[config.mk]
export PLATFORM = sky130hd
export DESIGN_NAME = rr_arbiter_2x1
export DESIGN_NICKNAME = d
export VERILOG_FILES = /design/src/rtl/arbiter_pkg.sv /design/src/rtl/mux_2x1.sv /design/src/rtl/rr_arbiter_2x1.sv
export SDC_FILE = /design/constraint.sdc
export NUM_CORES = 1
export LEC_CHECK = 0
export ABC_AREA = 1
export CORE_MARGIN = 2
export CORE_UTILIZATION = 43
export CTS_BUF_LIST = sky130_fd_sc_hd__clkbuf_16
export DETAILED_ROUTE_END_ITERATION = 10
export PLACE_DENSITY = 0.85
export SLEW_MARGIN = 20
export SYNTH_ARGS = -nofsm -noshare
export SYNTH_HDL_FRONTEND = slang
export SYNTH_HIERARCHICAL = 1
export SYNTH_SLANG_ARGS = --single-unit
[constraint.sdc]
create_clock -name CLK -period 3.3 [get_ports CLK]
set_clock_uncertainty 0.05 [all_clocks]
set_input_delay 0.33 -clock CLK [delete_from_list [all_inputs] [get_ports CLK]]
set_output_delay 0.33 -clock CLK [all_outputs]
set_load 0.01 [all_outputs]
[src/rtl/arbiter_pkg.sv]
// Shared definitions for the round-robin arbiter slice: FSM states and
// the default data width.
package arbiter_pkg;

  localparam int DEFAULT_WIDTH = 32;

  typedef enum logic [1:0] {
    IDLE   = 2'd0,
    LOCK_1 = 2'd1,
    LOCK_2 = 2'd2
  } arb_state_e;

endpackage

[src/rtl/mux_2x1.sv]
// Plain combinational 2:1 data multiplexer; SELECT=0 picks input 1.
module mux_2x1 #(
  parameter int WIDTH = 32
) (
  input  logic             SELECT,
  input  logic [WIDTH-1:0] DATA_IN_1,
  input  logic [WIDTH-1:0] DATA_IN_2,
  output logic [WIDTH-1:0] DATA_OUT
);

  // Pure data steering, no gating on the data values themselves.
  always_comb begin
    DATA_OUT = SELECT ? DATA_IN_2 : DATA_IN_1;
  end

endmodule

[src/rtl/rr_arbiter_2x1.sv]
// Two-requester round-robin packet arbiter with a registered output stage.
// A grant is locked to one requester from its first non-LAST beat until its
// LAST beat is accepted; the priority pointer flips after every LAST beat.
module rr_arbiter_2x1
  import arbiter_pkg::*;
#(
  parameter int WIDTH = DEFAULT_WIDTH
) (
  input  logic             CLK,
  input  logic             RST_N,
  input  logic             REQ_VALID_1,
  input  logic             REQ_VALID_2,
  input  logic [WIDTH-1:0] DATA_IN_1,
  input  logic [WIDTH-1:0] DATA_IN_2,
  input  logic             REQ_LAST_1,
  input  logic             REQ_LAST_2,
  output logic             READY_1,
  output logic             READY_2,
  output logic             SELECT,
  output logic             OUT_VALID,
  input  logic             OUT_READY,
  output logic [WIDTH-1:0] DATA_OUT,
  output logic             OUT_LAST,
  output logic             OUT_SRC
);

  arb_state_e       state_q;
  arb_state_e       state_d;
  logic             prio_q;
  logic             select_q;
  logic             grant_sel;
  logic             grant_any;
  logic             can_accept;
  logic             accept;
  logic             last_sel;
  logic [WIDTH-1:0] mux_data;

  mux_2x1 #(
    .WIDTH(WIDTH)
  ) u_mux (
    .SELECT   (SELECT),
    .DATA_IN_1(DATA_IN_1),
    .DATA_IN_2(DATA_IN_2),
    .DATA_OUT (mux_data)
  );

  // Grant decision, handshake and next-state logic; SELECT and READY are
  // forced low while reset is held so nothing is offered during reset.
  always_comb begin
    grant_sel = select_q;
    grant_any = 1'b0;
    state_d   = state_q;
    case (state_q)
      IDLE: begin
        if (REQ_VALID_1 && REQ_VALID_2) begin
          grant_sel = prio_q;
          grant_any = 1'b1;
        end else if (REQ_VALID_1) begin
          grant_sel = 1'b0;
          grant_any = 1'b1;
        end else if (REQ_VALID_2) begin
          grant_sel = 1'b1;
          grant_any = 1'b1;
        end
      end
      LOCK_1: begin
        grant_sel = 1'b0;
        grant_any = 1'b1;
      end
      LOCK_2: begin
        grant_sel = 1'b1;
        grant_any = 1'b1;
      end
      default: begin
        grant_sel = select_q;
        grant_any = 1'b0;
      end
    endcase

    can_accept = !OUT_VALID || OUT_READY;
    SELECT     = RST_N && grant_sel;
    READY_1    = RST_N && grant_any && !grant_sel && can_accept;
    READY_2    = RST_N && grant_any && grant_sel && can_accept;
    accept     = (READY_1 && REQ_VALID_1) || (READY_2 && REQ_VALID_2);
    last_sel   = grant_sel ? REQ_LAST_2 : REQ_LAST_1;

    case (state_q)
      IDLE: begin
        if (accept && !last_sel) begin
          state_d = grant_sel ? LOCK_2 : LOCK_1;
        end
      end
      LOCK_1, LOCK_2: begin
        if (accept && last_sel) begin
          state_d = IDLE;
        end
      end
      default: state_d = IDLE;
    endcase
  end

  // FSM state, priority pointer and remembered grant for idle cycles.
  always_ff @(posedge CLK or negedge RST_N) begin
    if (!RST_N) begin
      state_q  <= IDLE;
      prio_q   <= 1'b0;
      select_q <= 1'b0;
    end else begin
      state_q  <= state_d;
      select_q <= grant_sel;
      if (accept && last_sel) begin
        prio_q <= ~grant_sel;
      end
    end
  end

  // Output register: load on accept, drain on consume, hold under backpressure.
  always_ff @(posedge CLK or negedge RST_N) begin
    if (!RST_N) begin
      OUT_VALID <= 1'b0;
      DATA_OUT  <= '0;
      OUT_LAST  <= 1'b0;
      OUT_SRC   <= 1'b0;
    end else if (accept) begin
      OUT_VALID <= 1'b1;
      DATA_OUT  <= mux_data;
      OUT_LAST  <= last_sel;
      OUT_SRC   <= grant_sel;
    end else if (OUT_READY) begin
      OUT_VALID <= 1'b0;
    end
  end

endmodule

**Word level (Yosys, flattened, before mapping)**

Cells that the tools add are included.

- Eq/ne operators: 4
- Multiplexer cells: 16
- Bitwise gates (word level): 1
- Reduce and logical (&&, ||, !) cells: 20

Operator list:

| kind | count |
|---|---|
| $mux 32 | 1 |
| $logic_and 1x1->1 | 11 |
| $mux 1 | 9 |
| $mux 2 | 3 |
| $pmux 2 s2 | 1 |
| $logic_not 1->1 | 3 |
| $pmux 1 s3 | 1 |
| $eq 2x1->1 const B | 1 |
| $eq 2x2->1 const B | 1 |
| $logic_not 2->1 | 1 |
| $logic_or 1x1->1 | 2 |
| $ne 2x1->1 const B | 1 |
| $ne 2x2->1 const B | 1 |
| $pmux 1 s2 | 1 |
| $reduce_and 2->1 | 1 |
| $reduce_bool 2->1 | 1 |
| $reduce_or 2->1 | 1 |
| $not 1->1 | 1 |

- Flip-flop bits (word level): 39
- Word-level logic and storage cells: 48

**Logic depth before layout (Yosys ltp)**

Gate-level depths: netlist of the first run.

- Depth after elaboration: 12
- Gate-level depth with buffers: 15
- Gate-level depth less buffers: 15

**Hierarchy**

The synthesis of the first run kept the hierarchy.

Modules (own cells, without submodules):

| module | times used | cells each | area each (µm²) | sequential area each (µm²) |
|---|---|---|---|---|
| rr_arbiter_2x1 | 1 | 201 | 1681.6 | 975.9 |
| mux_2x1 | 1 | 104 | 491.7 | 0.0 |

**Worst setup path before layout of the first run**

No wires, ideal clock.

- Kind: flip-flop to flip-flop
- Start: reg state_q[0]
- End: reg DATA_OUT[0]
- Library setup time: 117 ps
- Data arrival time: 1758 ps
- Required time: 3133 ps
- Slack: 1375 ps
- Cell stages (with the launch flop): 16
- Path buffers: 2
- Cells stage by stage: dfrtp_1 -> inv_1 -> ha_1 -> inv_1 -> a21oi_1 -> nand2_1 -> nand2_2 -> nand2_4 -> nor2_1 -> buf_6 -> inv_8 -> buf_12 -> nand2_2 -> nand2_1 -> nand2_1 -> nand2_1

- Elaborated cells between the ends (all ways): 17

RTL lines:

| element | line | source |
|---|---|---|
| start, declared | rr_arbiter_2x1.sv:27 | `arb_state_e state_q;` |
| start signal, assigned | rr_arbiter_2x1.sv:109 | `state_q <= state_d;` |
| $eq 2x2->1 (tied with other cells) | rr_arbiter_2x1.sv:53 | `case (state_q)` |
| $pmux 1 s3 (*) | rr_arbiter_2x1.sv:53 |  |
| $logic_and 1x1->1 (*) | rr_arbiter_2x1.sv:81 | `SELECT = RST_N && grant_sel;` |
| via SELECT | rr_arbiter_2x1.sv:19 | `output logic SELECT,` |
| $mux 32 (*) | mux_2x1.sv:13 | `DATA_OUT = SELECT ? DATA_IN_2 : DATA_IN_1;` |
| via mux_data[0] | rr_arbiter_2x1.sv:36 | `logic [WIDTH-1:0] mux_data;` |
| end signal, assigned | rr_arbiter_2x1.sv:126 | `DATA_OUT <= mux_data;` |
| end, declared | rr_arbiter_2x1.sv:22 | `output logic [WIDTH-1:0] DATA_OUT,` |

Mark *: on every way through the listed nets, which the timed path passes. The rest lies on a longest branch.
A chain may end at the register's enable or synchronous reset.

**Final worst setup path of the first run**

- Start: reg state_q[0]
- End: out SELECT

- Cells in the longest elaborated chain, start to end: 3
- Elaborated cells between the ends (all ways): 5

RTL lines:

| element | line |
|---|---|
| $eq 2x2->1 (tied with other cells) | rr_arbiter_2x1.sv:53 |
| $pmux 1 s3 (*) | rr_arbiter_2x1.sv:53 |
| $logic_and 1x1->1 (*) | rr_arbiter_2x1.sv:81 |
| end, declared | rr_arbiter_2x1.sv:19 |

Mark *: on every way between the ends. The rest lies on a longest branch, timed or not.

==> results of run 1 <==
cell usage after synthesis, types with 2 or more instances:
cell type and count:
dfrtp_1 39, buf_2 2, nand3_1 3, nand2_2 14, inv_2 2, ha_1 3, inv_1 12, nand2_1 203
clkbuf_8 3, nor2_1 6, buf_6 6, o21ai_0 3
placed cells by master, fill, tap and decap left out:
cell type / count
a21oi_1: 1
inv_8: 1
inv_1: 12
o21ai_0: 3
nor2_2: 1
clkdlybuf4s50_1: 107
clkinv_1: 1
nor2_1: 5
nand2_4: 1
nand2_2: 14
a21oi_2: 1
clkinv_2: 1
nand4_1: 1
ha_1: 3
buf_4: 3
dfrtp_1: 39
inv_2: 2
clkbuf_16: 5
buf_2: 1
nand3_1: 3
nand3_2: 1
or2_1: 1
bufinv_16: 1
nand2_1: 203
registers in the layout (all words and copies together) (netlist names):
register / cells
OUT_VALID: 1
select_q: 1
DATA_OUT: 32
state_q: 2
prio_q: 1
OUT_LAST: 1
OUT_SRC: 1
report_power, final:
group,internal (mW),total [mW],switching (mW)
Combinational,0.646,1.37,0.729
Clock,0.352,0.524,0.172
Sequential,0.700,0.821,0.121
Total,1.70,2.72,1.02
metrics by stage:
step | hold slack, ns | utilization | instance area [µm²] | power, mW
global placement | 0.392 | 0.671 | 3210 | 2.17
finish | 0.0908 | 0.705 | 3380 | 2.72
floorplan | -0.0156 | - | 2170 | 1.64
detailed placement | 0.394 | 0.671 | 3210 | 2.21
CTS | 0.104 | 0.705 | 3380 | 2.75
global route | 0.143 | 0.705 | 3380 | 2.93
kinds of logic (layout without fill, tap and decap cells):
kind of cell    after synthesis  in the layout
compound gates                5              5
fa+ha+maj                     3              3
buf+inv                      28            134
flops                        39             39
simple gates                230            230
area by class of cell:
class / instances / area, µm² / share of cell area
repair buffers: 111 / 1100 / 0.325
multi-input cells: 238 / 990 / 0.293
flip-flops and latches: 39 / 976 / 0.289
clock buffers: 5 / 125 / 0.0371
well taps: 67 / 83.8 / 0.0248
inverters: 15 / 63.8 / 0.0189
clock inverters: 3 / 38.8 / 0.0115
final timing paths:
kind	end	slack, ns
max in group asynchronous	DATA_OUT[29]	2.76
min reg2reg	DATA_OUT[13]	0.42
min in group CLK	DATA_OUT[13]	0.42
min	OUT_VALID	0.09
max reg2reg	DATA_OUT[5]	1.03
max	SELECT	0.80
layer usage:
layer | GRT usage | up-vias
met5 | 0 | -
met4 | 0.0496 | 0
met3 | 0.0455 | 4
met2 | 0.355 | 61
met1 | 0.251 | 908
li1 | - | 1119
==> run_results.csv, run 1 <==
group,metric,value,unit
status,status,"completed",
final_layout,syn2layout_area_growth,55.3,%
timing,worst_slack,0.803,ns
floorplan,num_io_pins,109,
drt,drc,0,
final_layout,instances_no_fill,478,
setup_path,worst-setup-path-type,"flop to output pin",
setup_path,cp.required,2.92,ns
drt,routedWlPerCell,11.3,µm
drt,wl,5430,µm
setup_path,critical_path.endpoint_type,"output pin",
floorplan,coreArea,4790,µm²
timing,timing.slew.headroom,0.626,
placement,gp_congestion,0.859,
timing,finalSetupTns,0,ns
placement,io_buffer_count,108,
cts,cts_tree,"done",
grt,grt.total_usage,0.202,
synthesis,yosys_warnings,6,
setup_path,path_depth,9,
synthesis,synthFlopType,"dfrtp_1",
synthesis,syn_area,2170,µm²
synthesis,synthSimpleGateAreaFrac,0.424,
synthesis,synth_top_cell_by_area,"dfrtp_1",
cts,clk_path_buf_depth,2,
cts,post_cts_resized,0,
power_and_ir_drop,p_per_area,806,nW/µm²
setup_path,cp.arrival,2.12,ns
cts,numCtsBuffers,5,
setup_path,crit_chain,"inv_1 > ha_1 > inv_1 > a21oi_1 > nand2_1 > nand2_2 > nand2_4 > nor2_2 > clkdlybuf4s50_1",
drt,postRouteAntennaNets,0,
setup_path,max_stage_delay,0.56,ns
setup_path,r2r-start,"state_q[0]",
drt,vias,2092,
timing,worstMarginPinSlew,0.561,ns
setup_path,start_kind,"flop",
floorplan,fp.dieW,75.1,µm
cts,cts_setup_buffers,0,
drt,post_drt_via_cell_ratio,4.38,
cts,clk_latency,0.27,ns
setup_path,cp_max_fo,8,
placement,dp_cells,470,
synthesis,avgSynthCellArea,7.13,µm²
synthesis,yosys.area_share.xor_xnor,0,
setup_path,crit_path_top_delay_cell,"clkdlybuf4s50_1",
worst_hold_path,min_path_type,"input port to asynchronous set/reset pin",
setup_path,reg2reg_depth,14,
cts,path_clk_slew,0.06,ns
timing,fin_crit,2.50,ns
drt,drtIter0Drc,117,
synthesis,syn-instance-count,305,
setup_path,cpMostUsedCell,"inv_1",
timing,fin_crit_sh,0.757,
synthesis,synth_cell_types,21,
floorplan,die_h,75.1,µm
power_and_ir_drop,p_leak,1.75,nW
grt,grt_overflow,0,
synthesis,synth_top_area_share,0.449,
cts,clock_sinks,39,
timing,setup_violations,0,
timing,rsz0062_at_grt,"no",
timing,hold_viol_final,0,
synthesis,synth_edf_count,0,
synthesis,synth_compound_area_frac,0.0132,
synthesis,synth-async-reset-ratio,1.00,
grt,grt_pass1_wl,8660,µm
cts,cts_root_buffer,"clkbuf_16",
final_layout,fillCellCount,408,
timing,maxSlewViolCount,0,
drt,wl_met3,301,µm
grt,grt_max_degree,41,
cts,ctsHoldBuffers,0,
setup_path,cp_num_buf_inv,3,
placement,preCtsSetupSlack,0.929,ns
final_layout,drive_gt1_frac,0.0779,
synthesis,synth_area_leaders,"dfrtp_1 (45%), nand2_1 (35%), nand2_2 (4.0%)",
timing,fmax,400,MHz
grt,first_global_vias,1914,
setup_path,cp-startpoint,"state_q[0]",
floorplan,dieArea,5640,µm²
synthesis,syn_nets,379,
grt,antenna_found_initial,0,
synthesis,synth.area.mux_share,0,
drt,top_layer,"met4",
cts,cts_max_level,2,
placement,dpl.hpwl,4010,µm
drt,wl_met2,2780,µm
synthesis,synth_seq_cells,39,
drt,wl_met1,2280,µm
synthesis,synth_seq_area_share,0.449,
drt,dr.pass1.iters,5,
final_layout,finalNetCount,484,
synthesis,synth_top_family_by_area,"simple AND/OR/NAND/NOR gates",
run,drv_cap,0,
setup_path,crit_family,"buffers and inverters",
final_layout,diodes,0,
floorplan,rows,25,
power_and_ir_drop,vdd_drop_max,518,µV
floorplan,start_util,0.454,
synthesis,yosys.area_share.adder,0.0173,
Note: power is estimated with default switching activity, not from simulation.
==> inputs of run 2 (changes only) <==
--- a/config.mk
+++ b/config.mk
@@ -7,10 +7,10 @@
 export LEC_CHECK = 0
 export ABC_AREA = 1
 export CORE_MARGIN = 2
-export CORE_UTILIZATION = 43
+export CORE_UTILIZATION = 40
 export CTS_BUF_LIST = sky130_fd_sc_hd__clkbuf_16
 export DETAILED_ROUTE_END_ITERATION = 10
-export PLACE_DENSITY = 0.85
+export PLACE_DENSITY = 0.8
 export SLEW_MARGIN = 20
 export SYNTH_ARGS = -nofsm -noshare
 export SYNTH_HDL_FRONTEND = slang
==> constraint.sdc (replaced) <==
create_clock -name CLK -period 2.3 [get_ports CLK]
set_clock_uncertainty 0.05 [all_clocks]
set_input_delay 0.23 -clock CLK [delete_from_list [all_inputs] [get_ports CLK]]
set_output_delay 0.23 -clock CLK [all_outputs]
set_load 0.01 [all_outputs]
==> run 2 against run 1 <==
Clock power is 21% higher; highest routed layer unchanged; wire length is 0.81% higher; largest cell class unchanged; design area is 0.89% higher; worst setup slack worse by 0.62 ns; die area is 7.1% higher; register-to-register slack worse by 0.81 ns; non-clock buffer count is 5 higher; clock-buffer cell count stayed put; total power is 40% higher; sequential share of layout area is 0.25 points lower; global-route usage is 1.3 points lower.
==> run_results.csv, run 2 (same netlist as run 1, synthesis figures left out) <==
group,metric,value,unit
floorplan,start_util,0.420,
status,status,"completed",
power_and_ir_drop,vdd_drop_max,641,µV
setup_path,critical_path.endpoint_type,"output pin",
grt,grt_util_met1,0.211,
cts,clk_latency,0.27,ns
cts,cts_root_buffer,"clkbuf_16",
final_layout,reg.largest.list,"DATA_OUT: 32 flops, state_q: 2 flops",
power_and_ir_drop,clkPwrFrac,0.166,
floorplan,dieArea,6040,µm²
cts,cts_max_level,2,
timing,rsz0062_at_grt,"no",
placement,dp_cells,477,
floorplan,die_h,77.7,µm
setup_path,start_kind,"flop",
setup_path,worst-setup-path-type,"flop to output pin",
timing,finalSetupTns,0,ns
timing,timing.slew.headroom,0.793,
grt,antenna_found_initial,0,
final_layout,most-common-layout-cells,"nand2_1 (203), clkdlybuf4s50_1 (104), dfrtp_1 (39)",
drt,drtIter0Drc,99,
grt,first_global_vias,2115,
grt,grt_overflow,0,
grt,grt_max_degree,33,
setup_path,reg2reg_depth,14,
worst_hold_path,min_path_type,"input port to asynchronous set/reset pin",
power_and_ir_drop,swShare,0.384,
floorplan,num_io_pins,109,
power_and_ir_drop,p_sw,1.47,mW
drt,vias,2194,
final_layout,drive_gt1_frac,0.0817,
timing,worstMarginPinSlew,0.310,ns
power_and_ir_drop,power.total,3.82,mW
final_layout,finalNetCount,489,
cts,cts_setup_buffers,0,
timing,maxSlewViolCount,0,
drt,wl,5470,µm
cts,clk_path_buf_depth,2,
timing,fin_crit,2.12,ns
power_and_ir_drop,p_per_area,1120,nW/µm²
cts,path_clk_slew,0.05,ns
final_layout,syn2layout_area_growth,56.7,%
setup_path,cp_max_fo,8,
drt,drc,0,
drt,dr.pass1.iters,4,
run,drv_cap,0,
grt,busiest_layer,"met2",
setup_path,reg2reg_slack,0.22,ns
floorplan,fp.dieW,77.7,µm
floorplan,coreArea,5170,µm²
power_and_ir_drop,internal_power,2.35,mW
drt,routedWlPerCell,11.3,µm
power_and_ir_drop,p_leak,1.78,nW
timing,fin_crit_sh,0.920,
grt,gr-usage-met2,0.338,
timing,hold_viol_final,0,
placement,gp_congestion,0.765,
timing,setup_violations,0,
final_layout,largest_reg_flops,32,
power_and_ir_drop,seqPwrFrac,0.306,
cts,numCtsBuffers,5,
timing,fmax,472,MHz
placement,dpl.hpwl,4160,µm
cts,cts_tree,"done",
placement,io_buffer_count,108,
final_layout,layout_commonest_cell,"nand2_1",
floorplan,rows,26,
grt,grt_pass1_wl,9130,µm
drt,postRouteAntennaNets,0,
power_and_ir_drop,p_comb_frac,0.528,
final_layout,instances_no_fill,486,
final_layout,largest-register,"DATA_OUT",
grt,use_met3,0.0570,
cts,clock_sinks,39,
setup_path,cp.required,2.02,ns
drt,post_drt_via_cell_ratio,4.51,
final_layout,diodes,0,
grt,grt.total_usage,0.188,
setup_path,cp.arrival,1.84,ns
run 2: critical path, stage by stage, from the launching register on:
cell           delay, ns
dfrtp_1             0.39
inv_1               0.09
ha_1                0.19
inv_1               0.08
a21oi_1             0.12
nand2_1             0.08
nand2_2             0.09
nand2_4             0.09
inv_2               0.10
nor2_1              0.05
dlygate4sd2_1       0.27
run 2: cell type report:
class | count | area [µm²]
clock buffers | 5 | 125
clock inverters | 3 | 11.3
fillers | 451 | 1770
inverters | 15 | 63.8
multi-input cells | 238 | 995
flip-flops and latches | 39 | 976
well taps | 70 | 87.6
repair buffers | 116 | 1150
run 2: worst paths after layout:
check / from / to
worst max-delay path: state_q[0] / READY_1
worst min-delay path: RST_N / state_q[0]
worst max register to register: state_q[0] / DATA_OUT[13]
worst min register to register: DATA_OUT[8] / DATA_OUT[8]
max in group asynchronous: RST_N / DATA_OUT[20]
min in group CLK: DATA_OUT[8] / DATA_OUT[8]
run 2: routing by layer:
metal  part of all wire  routed length [µm]
met5                  0                   0
met4              0.011                  61
met3              0.061                 334
met2               0.49                2700
met1               0.43                2370
run 2: timing repair:
item,4_1_cts,5_1_grt
setup endpoints to repair,3,0
hold buffers,1,0
hold endpoints to repair,39,0
gates resized for setup,3,0
run 2: power groups by stage:
stage	registers [mW]	logic (mW)	clock network (mW)
4_1_cts	1.17	2.05	0.652
3_3_place_gp	1.16	2.02	0
5_1_grt	1.21	2.25	0.685
2_1_floorplan	1.30	1.05	0
3_5_place_dp	1.17	2.06	0
6_report	1.17	2.02	0.634
run 2: metrics by stage:
step / area (µm²) / setup slack, ns / util / hold slack, ns
floorplan: 2170 / 0.375 / - / -0.116
global placement: 3260 / 0.182 / 0.631 / 0.173
detailed placement: 3260 / 0.105 / 0.631 / 0.176
CTS: 3410 / 0.173 / 0.658 / 0.420
global route: 3410 / 0.0173 / 0.658 / 0.439
finish: 3410 / 0.183 / 0.658 / 0.419
==> variant 1, RTL diff (settings of run 2) <==
Re-encode `arb_state_e` (3 states) as one-hot, 3 bits wide.
--- a/src/rtl/arbiter_pkg.sv
+++ b/src/rtl/arbiter_pkg.sv
@@ -6,6 +6,6 @@
 
-  typedef enum logic [1:0] {
-    IDLE   = 2'd0,
-    LOCK_1 = 2'd1,
-    LOCK_2 = 2'd2
+  typedef enum logic [2:0] {
+    IDLE   = 3'b001,
+    LOCK_1 = 3'b010,
+    LOCK_2 = 3'b100
   } arb_state_e;
Behaviour: no difference found for any inputs over 10 cycles, from zero or initial values and one cycle with RST_N low; not proved beyond that.
==> variant 1 against run 2 <==
Sequential share of layout area decreased by 0.23 points; power is 14% higher; via count is 3.0% higher; final area is 3.5% higher; die area rose by 5.1%; sequential cell count rose by 1; clock power increased by 20%; critical path depth shrank 3; synthesized cell count grew 3.6%; wire length up 9.2%; setup slack improved by 0.051 ns; area after synthesis rose by 5.4%.
==> variant 1: results (changes against run 2) <==
| Metric | Value |
|---|---|
| HPWL after DPL | `4.45 mm (+6.9%)` |
| Slowest stage delay, CP | `0.55 ns (+0.16 ns)` |
| Relative max-transition margin | `0.660 (-0.134)` |
| Fmax | `484 MHz (+2.5%)` |
| Met3 WL | `360 µm (+7.8%)` |
| VDD IR max | `0.510 mV (-21%)` |
| First-pass GRT wire length | `9.94 mm (+8.9%)` |
| Sequential fraction of the synthesis area | `0.438 (-0.0113)` |
| Share of cells above drive strength 1 | `0.0962 (+0.0145)` |
| Status | `finished clean` |
| Total Wirelength | `5.97 mm (+9.2%)` |
| Critical path peak fanout | `5 (-3)` |
| Cell family with most CP delay | `simple AND/OR/NAND/NOR gates` |
| DRT iter0 DRCs | `79 (-20%)` |
| Met1 wire length | `2.42 mm (+2.0%)` |
| Commonest cells in the synthesized netlist | `nand2_1, dfrtp_1, inv_1, nand2_2` |
| Gr usage total | `0.200 (+0.0118)` |
| Regs by FF count | `DATA_OUT x32, state_q x3` |
| Placer congestion estimate | `0.808 (+5.5%)` |
| Critical Path Slowest Stage Cell | `dfstp_2` |
| Fill count | `510 (+13%)` |
| Vias in the first global route | `2230 (+5.4%)` |
| Critical path launch point | `state_q[0]` |
| Area contributors post-synth | `dfrtp_1, nand2_1, nand2_2` |
| Largest net degree at the start of global routing | `41 (+24%)` |
-- variant 1: changes by cell type after synthesis, sizes merged --
cell   change
dfstp      +1
o21ai      +1
ha         -3
nand2      +7
nand3      +6
nand4      -1
or2        -1
a21oi      -1
nor2       +2
-- variant 1: metrics by stage --
stage	area (µm²)	hold slack, ns	setup slack, ns	util	std cells
3_3_place_gp	3360	0.309	0.169	0.610	490
5_1_grt	3530	0.0533	0.0894	0.640	499
3_5_place_dp	3360	0.317	0.121	0.610	490
2_1_floorplan	2290	-0.116	0.347	-	316
4_1_cts	3520	0.0227	0.208	0.640	498
6_report	3530	0.000713	0.235	0.640	499
-- variant 1: worst reg2reg max path, cell delays in order, from the launching register on --
cell     delay (ns)
dfstp_2        0.55
nand2_1        0.09
nor2_4         0.13
nand3_2        0.10
nand2_1        0.14
nor2_4         0.08
nor2_2         0.12
buf_4          0.24
inv_8          0.12
nand2_2        0.10
nand2_1        0.05
nand2_1        0.06
nand2_1        0.05
-- variant 1: kinds of logic (layout without fill, tap and decap cells) --
| family | Yosys count | in the layout | synth area share |
|---|---|---|---|
| AO/OA/AOI/OAI | 5 | 5 | 0.0158 |
| AND/OR/NAND/NOR | 243 | 243 | 0.451 |
| other | 0 | 1 | 0 |
| flip-flops | 40 | 40 | 0.438 |
| buffers and inverters | 28 | 138 | 0.0951 |
-- variant 1: routing by layer --
metal,global-route usage,up-vias
met3,0.0611,10
met1,0.221,1021
met2,0.364,65
met4,0.0655,0
li1,-,1164
met5,0,-
-- variant 1: final cells by class --
type                    count  area [µm²]  share of cell area
diodes                      1        2.50            0.000710
flip-flops and latches     40        1000               0.284
clock inverters             3        37.5              0.0106
repair buffers            115        1120               0.319
multi-input cells         248        1080               0.306
well taps                  72        90.1              0.0256
clock buffers               5         125              0.0355
inverters                  15        66.3              0.0188
-- variant 1: final timing paths --
check                               end  slack (ns)  cells after the start
min in group CLK           DATA_OUT[22]        0.42                      2
min reg2reg                DATA_OUT[22]        0.42                      2
max                             READY_2        0.23                      7
min                        DATA_OUT[25]      0.0007                      2
max in group asynchronous    state_q[0]        1.83                      2
max reg2reg                 DATA_OUT[3]        0.30                     12
-- variant 1: power by group --
group	internal, mW	leakage (nW)	switching (mW)	total, mW
registers	1.04	0.503	0.199	1.24
logic	1.05	1.25	1.30	2.35
clock network	0.504	0.0789	0.256	0.760
total	2.59	1.83	1.76	4.35
==> variant 2, RTL diff (flow settings as in run 2) <==
Made on the original files. Set the package constant `DEFAULT_WIDTH` to 40 (it was 32).
--- a/src/rtl/arbiter_pkg.sv
+++ b/src/rtl/arbiter_pkg.sv
@@ -4,3 +4,3 @@
 
-  localparam int DEFAULT_WIDTH = 32;
+  localparam int DEFAULT_WIDTH = 40;
 
Interface: changed (resized DATA_IN_1, DATA_IN_2 and DATA_OUT); port bits go from 109 to 133. No check against the original RTL was run, so the function may have changed too.
==> variant 2 against run 2 <==
Maximum frequency is 3.0% lower; sequential share of layout area is 0.52 points higher; hold slack better by 0.0020 ns; power is 17% higher; wire length is 22% higher; final area is 18% higher; sequential cell count is 8 higher; area after synthesis is 19% higher; setup slack worse by 0.065 ns; register-to-register slack worse by 0.04 ns; combinational power is 18% higher; global-route usage is 0.27 points higher; largest power group unchanged.
==> variant 2: results (changes against run 2) <==
| Metric | Value |
|---|---|
| Die ar. | `0.00713 mm² (+18%)` |
| Commonest cells in the synthesized netlist | `nand2_1, dfrtp_1, nand2_2` |
| Seq. cell area | `0.00118 mm² (+21%)` |
| Sw power | `1.75 mW (+20%)` |
| Multi-input comb cells | `286 (+20%)` |
| Post-DP Area | `0.00387 mm² (+19%)` |
| Regs by FF count | `DATA_OUT x40, state_q x2` |
| Sequential fraction of the synthesis area | `0.455 (+0.00550)` |
| Status | `finished clean` |
| NonClk Buf Share | `0.341 (+0.00421)` |
| DRT iter0 DRCs | `74 (-25%)` |
| Port buffer count | `132 (+22%)` |
| Comb. pwr | `2.38 mW (+18%)` |
| Gr usage total | `0.191 (+0.00267)` |
| Static Leak | `2.10 nW (+18%)` |
| HPWL after DPL | `5.08 mm (+22%)` |
| FF-to-FF setup slack | `0.18 ns (-0.04 ns)` |
| Placed insts | `563 (+18%)` |
| Area contributors post-synth | `dfrtp_1, nand2_1, buf_6` |
| WP data arrival | `1.90 ns (+0.06 ns)` |
| Vias in the first global route | `2578 (+22%)` |
| Post-Layout Cell Count | `572 (+18%)` |
| Non-Clock Buffer Count | `139 (+20%)` |
| Relative max-transition margin | `0.717 (-0.0764)` |
| Clock sink total | `47 (+21%)` |
| Via-to-Cell Ratio | `4.56 (+1.1%)` |
| Clk cell area share | `0.0360 (-0.00404)` |
| Routed WL per cell | `11.7 µm (+3.9%)` |
| Hold Crit Class | `flip-flop to flip-flop` |
| Placer congestion estimate | `0.829 (+8.3%)` |
| VDD IR max | `0.746 mV (+16%)` |
| Multi-input gate area | `0.00117 mm² (+18%)` |
| Syn_nets | `455 (+20%)` |
-- variant 2: cell types whose count changed after synthesis, sizes merged --
cell | run 2 | this run
buf | 10 | 14
nand2 | 218 | 266
dfrtp | 39 | 47
-- variant 2: cells by family after synthesis --
logic type / count (synthesis) / synth area share
AND/OR/NAND/NOR: 278 / 0.425
buffers and inverters: 32 / 0.0953
flip-flops: 47 / 0.455
adder cells (fa/ha/maj): 3 / 0.0145
AO/OA/AOI/OAI: 5 / 0.0111
-- variant 2: per-layer routing --
layer  global-route usage  wire length (µm)  vias up
met2                0.359              3450       86
met5                    0                 0        -
met4               0.0375                37        0
li1                     -                 -     1337
met1                0.220              2710     1183
met3               0.0492               496        4
-- variant 2: what timing repair did --
item,in CTS,in global routing
endpoints found under the hold margin,47,0
hold buffers,1,0
buffers inserted,0,0
gates resized for setup,3,4
setup endpoints to repair,3,42
